--- config.mk ---
export PLATFORM = sky130hd
export DESIGN_NAME = mmio_ctrl
export DESIGN_NICKNAME = d
export VERILOG_FILES = /design/src/rtl/mmio_ctrl.sv
export SDC_FILE = /design/constraint.sdc
export NUM_CORES = 1
export LEC_CHECK = 0
export CORE_MARGIN = 2
export CORE_UTILIZATION = 55
export DETAILED_ROUTE_END_ITERATION = 7
export PLACE_DENSITY = 0.79
export SYNTH_ARGS = -nofsm -noshare
export SYNTH_HDL_FRONTEND = slang
export SYNTH_SLANG_ARGS = --single-unit
--- constraint.sdc ---
create_clock -name clk -period 24.5 [get_ports clk]
set_clock_uncertainty 0.1 [all_clocks]
set_input_delay 3.675 -clock clk [delete_from_list [all_inputs] [get_ports clk]]
set_output_delay 3.675 -clock clk [all_outputs]
set_load 0.03 [all_outputs]
--- src/rtl/mmio_ctrl.sv ---
// mmio_ctrl: memory-mapped I/O block with output port registers, a
// synchronised input port and a compare/match timer that raises irq.
// Register window (word index from BASE_ADDR):
//   0..NUM_OUT-1 OUTi, NUM_OUT IN, NUM_OUT+1 CNT, NUM_OUT+2 CMP, NUM_OUT+3 CSR
module mmio_ctrl #(
  parameter int                   BUS_WIDTH = 32,
  parameter int                   NUM_OUT   = 4,
  parameter logic [BUS_WIDTH-1:0] BASE_ADDR = 32'h0000_FF00
) (
  input  logic                         clk,
  input  logic                         rst,
  input  logic [BUS_WIDTH-1:0]         addr,
  input  logic [BUS_WIDTH-1:0]         wr_data,
  input  logic                         wr_en,
  input  logic [1:0]                   size,
  input  logic                         sz_ex,
  input  logic [BUS_WIDTH-1:0]         in_port,
  output logic                         hit,
  output logic [BUS_WIDTH-1:0]         rd_data,
  output logic [NUM_OUT*BUS_WIDTH-1:0] out_ports,
  output logic                         irq
);

  localparam int IW = BUS_WIDTH - 2;
  localparam logic [IW-1:0] WIN_WORDS = IW'(NUM_OUT + 4);
  localparam logic [IW-1:0] IDX_IN    = IW'(NUM_OUT);
  localparam logic [IW-1:0] IDX_CNT   = IW'(NUM_OUT + 1);
  localparam logic [IW-1:0] IDX_CMP   = IW'(NUM_OUT + 2);
  localparam logic [IW-1:0] IDX_CSR   = IW'(NUM_OUT + 3);

  // Merge store data into an existing word, touching only the addressed lanes.
  function automatic logic [BUS_WIDTH-1:0] store_merge(
    input logic [BUS_WIDTH-1:0] old_w,
    input logic [BUS_WIDTH-1:0] wd,
    input logic [1:0]           sz,
    input logic [1:0]           lane
  );
    logic [BUS_WIDTH-1:0] r;
    r = old_w;
    case (sz)
      2'b00:   r[{lane, 3'b000} +: 8] = wd[7:0];
      2'b01:   r[{lane[1], 4'b0000} +: 16] = wd[15:0];
      default: r = wd;
    endcase
    return r;
  endfunction

  // Pick the addressed lane(s) of a word, right-align and extend.
  function automatic logic [BUS_WIDTH-1:0] load_extract(
    input logic [BUS_WIDTH-1:0] w,
    input logic [1:0]           sz,
    input logic [1:0]           lane,
    input logic                 sx
  );
    logic [7:0]           b;
    logic [15:0]          h;
    logic [BUS_WIDTH-1:0] r;
    b = w[{lane, 3'b000} +: 8];
    h = w[{lane[1], 4'b0000} +: 16];
    case (sz)
      2'b00:   r = {{24{sx & b[7]}}, b};
      2'b01:   r = {{16{sx & h[15]}}, h};
      default: r = w;
    endcase
    return r;
  endfunction

  logic [BUS_WIDTH-1:0] out_r [NUM_OUT];
  logic [BUS_WIDTH-1:0] sync1_r;
  logic [BUS_WIDTH-1:0] sync2_r;
  logic [BUS_WIDTH-1:0] cnt_r;
  logic [BUS_WIDTH-1:0] cmp_r;
  logic                 en_r;
  logic                 auto_r;
  logic                 pend_r;
  logic                 ie_r;
  logic                 irq_r;

  logic [BUS_WIDTH-1:0] offset_s;
  logic [IW-1:0]        word_idx_s;
  logic [1:0]           lane_s;
  logic                 in_window_s;
  logic                 aligned_s;
  logic                 hit_s;
  logic                 wr_hit_s;
  logic                 lane0_wr_s;
  logic [BUS_WIDTH-1:0] sel_word_s;
  logic [BUS_WIDTH-1:0] csr_rd_s;
  logic [BUS_WIDTH-1:0] csr_wdata_s;
  logic                 csr_wr_s;
  logic                 match_s;
  logic [BUS_WIDTH-1:0] cnt_nxt_s;
  logic [BUS_WIDTH-1:0] cmp_nxt_s;
  logic                 en_nxt_s;
  logic                 auto_nxt_s;
  logic                 pend_nxt_s;
  logic                 ie_nxt_s;

  assign csr_rd_s = {28'h000_0000, ie_r, pend_r, auto_r, en_r};

  // Address decode, alignment check and combinational load path.
  always_comb begin
    offset_s    = addr - BASE_ADDR;
    word_idx_s  = offset_s[BUS_WIDTH-1:2];
    lane_s      = addr[1:0];
    in_window_s = (word_idx_s < WIN_WORDS);
    case (size)
      2'b00:   aligned_s = 1'b1;
      2'b01:   aligned_s = ~addr[0];
      default: aligned_s = (addr[1:0] == 2'b00);
    endcase
    hit_s    = in_window_s & aligned_s;
    wr_hit_s = hit_s & wr_en;
    case (size)
      2'b00:   lane0_wr_s = (lane_s == 2'b00);
      2'b01:   lane0_wr_s = ~lane_s[1];
      default: lane0_wr_s = 1'b1;
    endcase
    sel_word_s = {BUS_WIDTH{1'b0}};
    for (int i = 0; i < NUM_OUT; i++) begin
      if (word_idx_s == IW'(i)) begin
        sel_word_s = out_r[i];
      end else begin
        sel_word_s = sel_word_s;
      end
    end
    case (word_idx_s)
      IDX_IN:  sel_word_s = sync2_r;
      IDX_CNT: sel_word_s = cnt_r;
      IDX_CMP: sel_word_s = cmp_r;
      IDX_CSR: sel_word_s = csr_rd_s;
      default: sel_word_s = sel_word_s;
    endcase
    if (hit_s) begin
      rd_data = load_extract(sel_word_s, size, lane_s, sz_ex);
    end else begin
      rd_data = {BUS_WIDTH{1'b0}};
    end
  end

  assign hit = hit_s;

  // Timer evaluation and software-store priority for CNT/CMP/CSR.
  always_comb begin
    match_s     = en_r & (cnt_r == cmp_r);
    csr_wr_s    = wr_hit_s & (word_idx_s == IDX_CSR);
    // PEND is masked out of the merge base so only a freshly written 1 clears it
    csr_wdata_s = store_merge(csr_rd_s & ~32'h0000_0004, wr_data, size, lane_s);
    cnt_nxt_s   = cnt_r;
    en_nxt_s    = en_r;
    if (en_r) begin
      if (match_s) begin
        if (auto_r) begin
          cnt_nxt_s = {BUS_WIDTH{1'b0}};
        end else begin
          en_nxt_s = 1'b0;
        end
      end else begin
        cnt_nxt_s = cnt_r + 32'd1;
      end
    end else begin
      cnt_nxt_s = cnt_r;
    end
    if (wr_hit_s && (word_idx_s == IDX_CNT)) begin
      cnt_nxt_s = store_merge(cnt_r, wr_data, size, lane_s);
    end else begin
      cnt_nxt_s = cnt_nxt_s;
    end
    if (wr_hit_s && (word_idx_s == IDX_CMP)) begin
      cmp_nxt_s = store_merge(cmp_r, wr_data, size, lane_s);
    end else begin
      cmp_nxt_s = cmp_r;
    end
    if (csr_wr_s && lane0_wr_s) begin
      en_nxt_s   = csr_wdata_s[0];
      auto_nxt_s = csr_wdata_s[1];
      ie_nxt_s   = csr_wdata_s[3];
    end else begin
      auto_nxt_s = auto_r;
      ie_nxt_s   = ie_r;
    end
    if (match_s) begin
      pend_nxt_s = 1'b1;
    end else if (csr_wr_s && csr_wdata_s[2]) begin
      pend_nxt_s = 1'b0;
    end else begin
      pend_nxt_s = pend_r;
    end
  end

  // Output port registers; stores to IN fall outside this index range.
  always_ff @(posedge clk or posedge rst) begin
    if (rst) begin
      for (int i = 0; i < NUM_OUT; i++) begin
        out_r[i] <= {BUS_WIDTH{1'b0}};
      end
    end else begin
      for (int i = 0; i < NUM_OUT; i++) begin
        if (wr_hit_s && (word_idx_s == IW'(i))) begin
          out_r[i] <= store_merge(out_r[i], wr_data, size, lane_s);
        end
      end
    end
  end

  // Two-stage synchroniser for the asynchronous input port.
  always_ff @(posedge clk or posedge rst) begin
    if (rst) begin
      sync1_r <= {BUS_WIDTH{1'b0}};
      sync2_r <= {BUS_WIDTH{1'b0}};
    end else begin
      sync1_r <= in_port;
      sync2_r <= sync1_r;
    end
  end

  // Timer, compare and control/status state plus the registered irq.
  always_ff @(posedge clk or posedge rst) begin
    if (rst) begin
      cnt_r  <= {BUS_WIDTH{1'b0}};
      cmp_r  <= {BUS_WIDTH{1'b1}};
      en_r   <= 1'b0;
      auto_r <= 1'b0;
      pend_r <= 1'b0;
      ie_r   <= 1'b0;
      irq_r  <= 1'b0;
    end else begin
      cnt_r  <= cnt_nxt_s;
      cmp_r  <= cmp_nxt_s;
      en_r   <= en_nxt_s;
      auto_r <= auto_nxt_s;
      pend_r <= pend_nxt_s;
      ie_r   <= ie_nxt_s;
      irq_r  <= pend_nxt_s & ie_nxt_s;
    end
  end

  assign irq = irq_r;

  for (genvar g = 0; g < NUM_OUT; g++) begin : g_out
    assign out_ports[g*BUS_WIDTH +: BUS_WIDTH] = out_r[g];
  end

endmodule
==> run_results.csv, run 1 <==
group,metric,value,unit
clocking,cts.sinks,261,
grt,grt_pass1_vias,14600,
pwr,powerDensity,53.0,mW/mm^2
clocking,cts_hold_buf,0,
die,core,0.0261,sq mm
drt,drt_iter0_drc,2253,
yosys,ys_warn_count,0,
clocking,clockBufferDepth,3,
yosys,synth-seq-area-share,45.0,%
yosys,synth_nets,1651,
critical_path,crit_arrival,8390,ps
grt,grt_pass1_wl,91.9,mm
sta,slew_violations,0,
clocking,insertion_delay,570,ps
place,hpwl,41.4,mm
sta,setup_ws,12340,ps
clocking,cts_buffers,27,
drt,wl_per_cell,29.2,um
yosys,syn_area_per_cell,9.45,sq um
final_layout,final_cell_mix,"o21ai_0 (305), clkdlybuf4s50_1 (259), dfrtp_1 (229)",
sta,fin_crit_sh,49.6,%
final_layout,synthToLayoutAreaGrowth,25.1,%
die,fp.dieH,167,um
critical_path,startpoint,"addr[25]",
clocking,cts_resized,0,
yosys,syn_inst,1543,
sta,whs,242,ps
clocking,root_buffer,"clkbuf_16",
drt,ant_nets,0,
drt,dr.pass1.iters,7,
clocking,htreeDepth,1,
sta,final-setup-viol-count,0,
sta,fin_crit,12160,ps
die,num_rows,59,
place,place_congestion,1.04,
flow_run,cap_violations,0,
die,die_w,167,um
sta,tns,0,ps
clocking,postCtsSetupBuffers,0,
clocking,cts_tree,"done",
yosys,synth_area,0.0146,sq mm
final_layout,layout_commonest_cell,"o21ai_0",
yosys,synth.distinct_cells,73,
pwr,leakage,7.23,nW
grt,grt_max_degree,134,
critical_path,crit_required,20720,ps
sta,worst_slew_pin_slew,1290,ps
final_layout,fin_nets,1849,
grt,overflow,0,
critical_path,cp-end-kind,"output port",
yosys,synth-seq-cells,261,
sta,relSlewSlack,13.9,%
drt,wl,61.3,mm
grt,antenna_found_initial,0,
place,dp_slack,12430,ps
grt,grt_usage,43.4,%
min_path,min-delay-start,"sync1_r[3]",
status,status,"completed",
critical_path,startpoint_type,"input pin",
place,io_buffers,263,
yosys,synth_flop_cell,"dfrtp_1",
critical_path,cp_max_fo,17,
yosys,async_reset_ff_share,100,%
min_path,hold_path.class,"reg2reg",
critical_path,criticalPathCategory,"in2out",
sta,fmax,82.2,MHz
sta,grt_setup_unrepaired,"no",
critical_path,r2r_setup_slack,20370,ps
drt,route.detailed.drc,0,
drt,vias,15000,
drt,avgViaCountPerCell,7.16,
final_layout,drive_above_1_share,10.3,%
die,dieArea,0.0278,sq mm
final_layout,n_antenna_cell,0,
critical_path,r2r_start,"cmp_r[30]",
die,io_pins,264,
yosys,synth_edf_count,0,
sta,hold_viol,0,
die,initial_core_util,56.0,%
clocking,path_clk_slew,60,ps
pwr,max-vdd-ir-drop,0.0526,mV
## state kept, by name (all words and copies together) (netlist names)
register	cells
cnt_r	32
irq	1
out_ports	128
auto_r	1
sync2_r	32
ie_r	1
en_r	1
sync1_r	32
pend_r	1
cmp_r	32
## logic make-up (layout without fill, tap and decap cells)
kind of cell,after synthesis,count (layout),synth area share (%)
and+or+nand+nor,360,360,12.2
adders and majority gates,6,6,0.515
DFF,261,261,45.0
AOI/OAI and AO/OA,631,631,25.7
xor gates and xnor gates,56,56,3.36
buffers and inverters,141,360,4.02
muxes,88,88,9.16
## metrics by stage
step	power [W]	util (%)	cells	cell area, sq um
after floorplan	0.000499	-	1543	14600
after global placement	0.000544	66.6	2047	17400
after detailed placement	0.000545	66.6	2047	17400
after CTS	0.000959	70.0	2097	18200
after global routing	0.000989	70.0	2097	18200
final	0.000967	70.0	2097	18200
## final timing paths
kind	to	depth (start not counted)
min in group asynchronous	out_ports[90]	2
max in group asynchronous	sync2_r[13]	3
worst min-delay path	sync2_r[3]	0
worst max-delay path	rd_data[19]	9
worst max register to register	cnt_r[4]	8
worst min register to register	sync2_r[3]	0
## cells in the mapped netlist (7+ instances only)
cell,number,area (sq um)
o21ai_0,305,1530
inv_1,18,67.6
a21oi_1,98,490
nor3b_1,10,75.1
xor2_1,25,219
o22ai_1,16,100
a221oi_1,7,61.3
mux2i_1,48,480
nor2_1,100,375
or2_2,9,56.3
nand3_1,33,165
nor3_1,18,90.1
a22oi_1,15,113
nand4_1,18,113
nand2_1,93,349
mux4_2,36,811
dfrtp_1,229,5730
a21boi_0,28,210
dfstp_2,32,841
a2bb2oi_1,16,140
and3_1,19,119
xnor2_1,31,272
and2_1,7,43.8
o22a_1,11,96.3
o211ai_1,21,158
a21o_1,8,60.1
a31oi_1,7,43.8
buf_1,9,33.8
buf_6,7,78.8
o21ai_1,38,190
nor4_1,11,68.8
o221ai_1,12,105
clkbuf_1,101,379
nand2b_1,8,50.1
## metal layers
metal,up-vias,wire length (um),part of all wire (%),global-route usage [%]
met5,-,0,0,0
met4,0,4350,7.1,26.7
met3,302,8210,13,12.1
met2,1350,26200,43,63.1
met1,7232,22500,37,57.9
li1,6135,-,-,-
## power by group
group	switching, W	total (W)	leakage [nW]	internal [W]
clock	0.000184	0.000425	0.446	0.000241
combinational	0.0000698	0.000103	3.45	0.0000332
sequential	0.00000229	0.000439	3.34	0.000437
## final cells by class
type,instances,area (sq um)
multi-input cells,1141,7460
fillers,1995,7810
inverters,20,82.6
clock inverters,11,124
repair buffers,290,2820
well taps,335,419
clock buffers,39,771
flip-flops and latches,261,6570
## critical path, cell delays in order
cell and delay [ps]:
clkdlybuf4s50_1 420, or4_4 550, or3_4 350, o31a_4 320, a2111oi_4 660, nand2_1 580, nor2_1 850, and3_1 290
clkdlybuf4s50_1 680
No activity file was read; power rests on OpenSTA's default activity.
==> inputs of run 2 (changes only) <==
- CORE_UTILIZATION: 55 -> 48
- PLACE_DENSITY: 0.79 -> 0.73
- clock period: 24.5 -> 9.85 ns (I/O delays scaled with it)
==> run_results.csv, run 2 (synthesized netlist as in run 1, its figures left out) <==
group,metric,value,unit
clocking,postCtsSetupBuffers,0,
die,die_w,178,um
grt,globalRouteMet2Util,55.9,%
min_path,hold_path.class,"reg2reg",
sta,whs,240,ps
sta,fin_crit,7690,ps
critical_path,r2r_start,"cmp_r[30]",
drt,avgViaCountPerCell,6.89,
critical_path,startpoint_type,"input pin",
final_layout,nFillCells,2520,
drt,route.detailed.drc,8,
clocking,cts_buffers,29,
place,dp_slack,2240,ps
drt,drt_iter0_drc,2000,
final_layout,final_cell_mix,"o21ai_0 (305), clkdlybuf4s50_1 (259), dfrtp_1 (229)",
drt,vias,14900,
sta,tns,0,ps
grt,grt_usage,38.4,%
pwr,leakage,7.29,nW
die,fp.dieH,178,um
sta,relSlewSlack,24.5,%
flow_run,cap_violations,0,
critical_path,startpoint,"addr[27]",
drt,wl,61.2,mm
clocking,insertion_delay,590,ps
sta,final-setup-viol-count,0,
sta,fin_crit_sh,78.1,%
sta,setup_ws,2160,ps
grt,grt_use_met3,10.1,%
place,io_buffers,263,
critical_path,path_depth,9,
critical_path,slowest_stage,"nor2_1",
critical_path,path_delay_family,"simple AND/OR/NAND/NOR gates",
die,initial_core_util,49.0,%
sta,fmax,130,MHz
pwr,max-vdd-ir-drop,0.123,mV
critical_path,worst_path_largest_cell_delay,790,ps
clocking,clockBufferDepth,3,
critical_path,cp-end-kind,"output port",
grt,grt_pass1_wl,90.6,mm
status,violations,"DRC",
critical_path,crit_arrival,6110,ps
critical_path,crit_required,8270,ps
final_layout,fin_nets,1851,
critical_path,crit_chain,"clkdlybuf4s50_1, or4_4, or3_4, o31a_4, a2111oi_4, nand2_1, nor2_1, and3_1, clkdlybuf4s50_1",
die,io_pins,264,
grt,grt.busiest_layer,"met2",
critical_path,cp_common_cell,"clkdlybuf4s50_1",
die,num_rows,63,
place,hpwl,41.8,mm
grt,grt_use_met1,52.8,%
final_layout,utilization,62.0,%
sta,hold_viol,0,
place,place_congestion,1.05,
die,core,0.0298,sq mm
drt,ant_nets,0,
critical_path,crit_buf_inv,2,
critical_path,r2r_cells,8,
final_layout,layout_commonest_cell,"o21ai_0",
critical_path,r2r_setup_slack,5820,ps
grt,grt_pass1_vias,14300,
final_layout,drive_above_1_share,10.6,%
clocking,path_clk_slew,60,ps
critical_path,cp_max_fo,17,
clocking,root_buffer,"clkbuf_16",
critical_path,criticalPathCategory,"in2out",
clocking,htreeDepth,1,
final_layout,instances_no_fill,2156,
critical_path,r2r_end,"cnt_r[3]",
place,dp_cells,2101,
final_layout,synthToLayoutAreaGrowth,26.6,%
clocking,cts_hold_buf,0,
drt,dr.pass1.iters,8,
grt,grt_max_degree,133,
sta,grt_setup_unrepaired,"no",
die,dieArea,0.0318,sq mm
grt,antenna_found_initial,0,
final_layout,largest_reg_flops,128,
final_layout,n_antenna_cell,0,
clocking,cts.sinks,261,
pwr,powerDensity,138,mW/mm^2
clocking,cts_tree,"done",
clocking,cts_resized,0,
sta,slew_violations,0,
status,status,"complete, but fails checks",
critical_path,crit_end,"rd_data[31]",
drt,wl_per_cell,28.4,um
grt,overflow,0,
sta,worst_slew_pin_slew,1130,ps
## run 2: power by group
group	leakage, nW	switching (W)	internal [W]
clock	0.514	0.000480	0.000724
sequential	3.34	0.00000579	0.00109
combinational	3.44	0.000175	0.0000828
total	7.29	0.000661	0.00189
## run 2: final cells by class
class	instances	area (sq um)	share of cell area [%]
multi-input combinational	1141	7460	40.4
sequential	261	6570	35.6
timing repair buffer	290	2820	15.3
clock buffer	36	782	4.23
tap	390	488	2.64
clock inverter	18	272	1.47
inverter	20	82.6	0.447
## run 2: stage by stage
stage | total power [W] | area [sq um]
2_1_floorplan | 0.00124 | 14600
3_3_place_gp | 0.00136 | 17400
3_5_place_dp | 0.00136 | 17400
4_1_cts | 0.00254 | 18500
5_1_grt | 0.00261 | 18500
6_report | 0.00255 | 18500
## run 2: how the worst min path moves through the flow
stage	from	to	slack, ps	cells past startpoint
final	sync1_r[15]	sync2_r[15]	240	0
after global placement	sync1_r[12]	sync2_r[12]	230	0
after global routing	sync1_r[3]	sync2_r[3]	250	0
after CTS	sync1_r[3]	sync2_r[3]	240	0
after detailed placement	sync1_r[21]	sync2_r[21]	230	0
after floorplan	sync1_r[0]	sync2_r[0]	230	0
## run 2: per-layer routing
| metal | up-vias | part of all wire (%) |
|---|---|---|
| met2 | 1261 | 42 |
| met1 | 7221 | 38 |
| met3 | 242 | 14 |
| met4 | 0 | 6.2 |
| li1 | 6136 | - |
| met5 | - | 0 |
## run 2: worst register-to-register path, cell delays in order, from the launching register on
cell	delay (ps)
dfstp_2	550
xor2_1	160
nor4_1	650
nand4_1	390
o41ai_2	990
buf_4	300
a21o_1	440
o21ai_0	170
o221ai_1	200
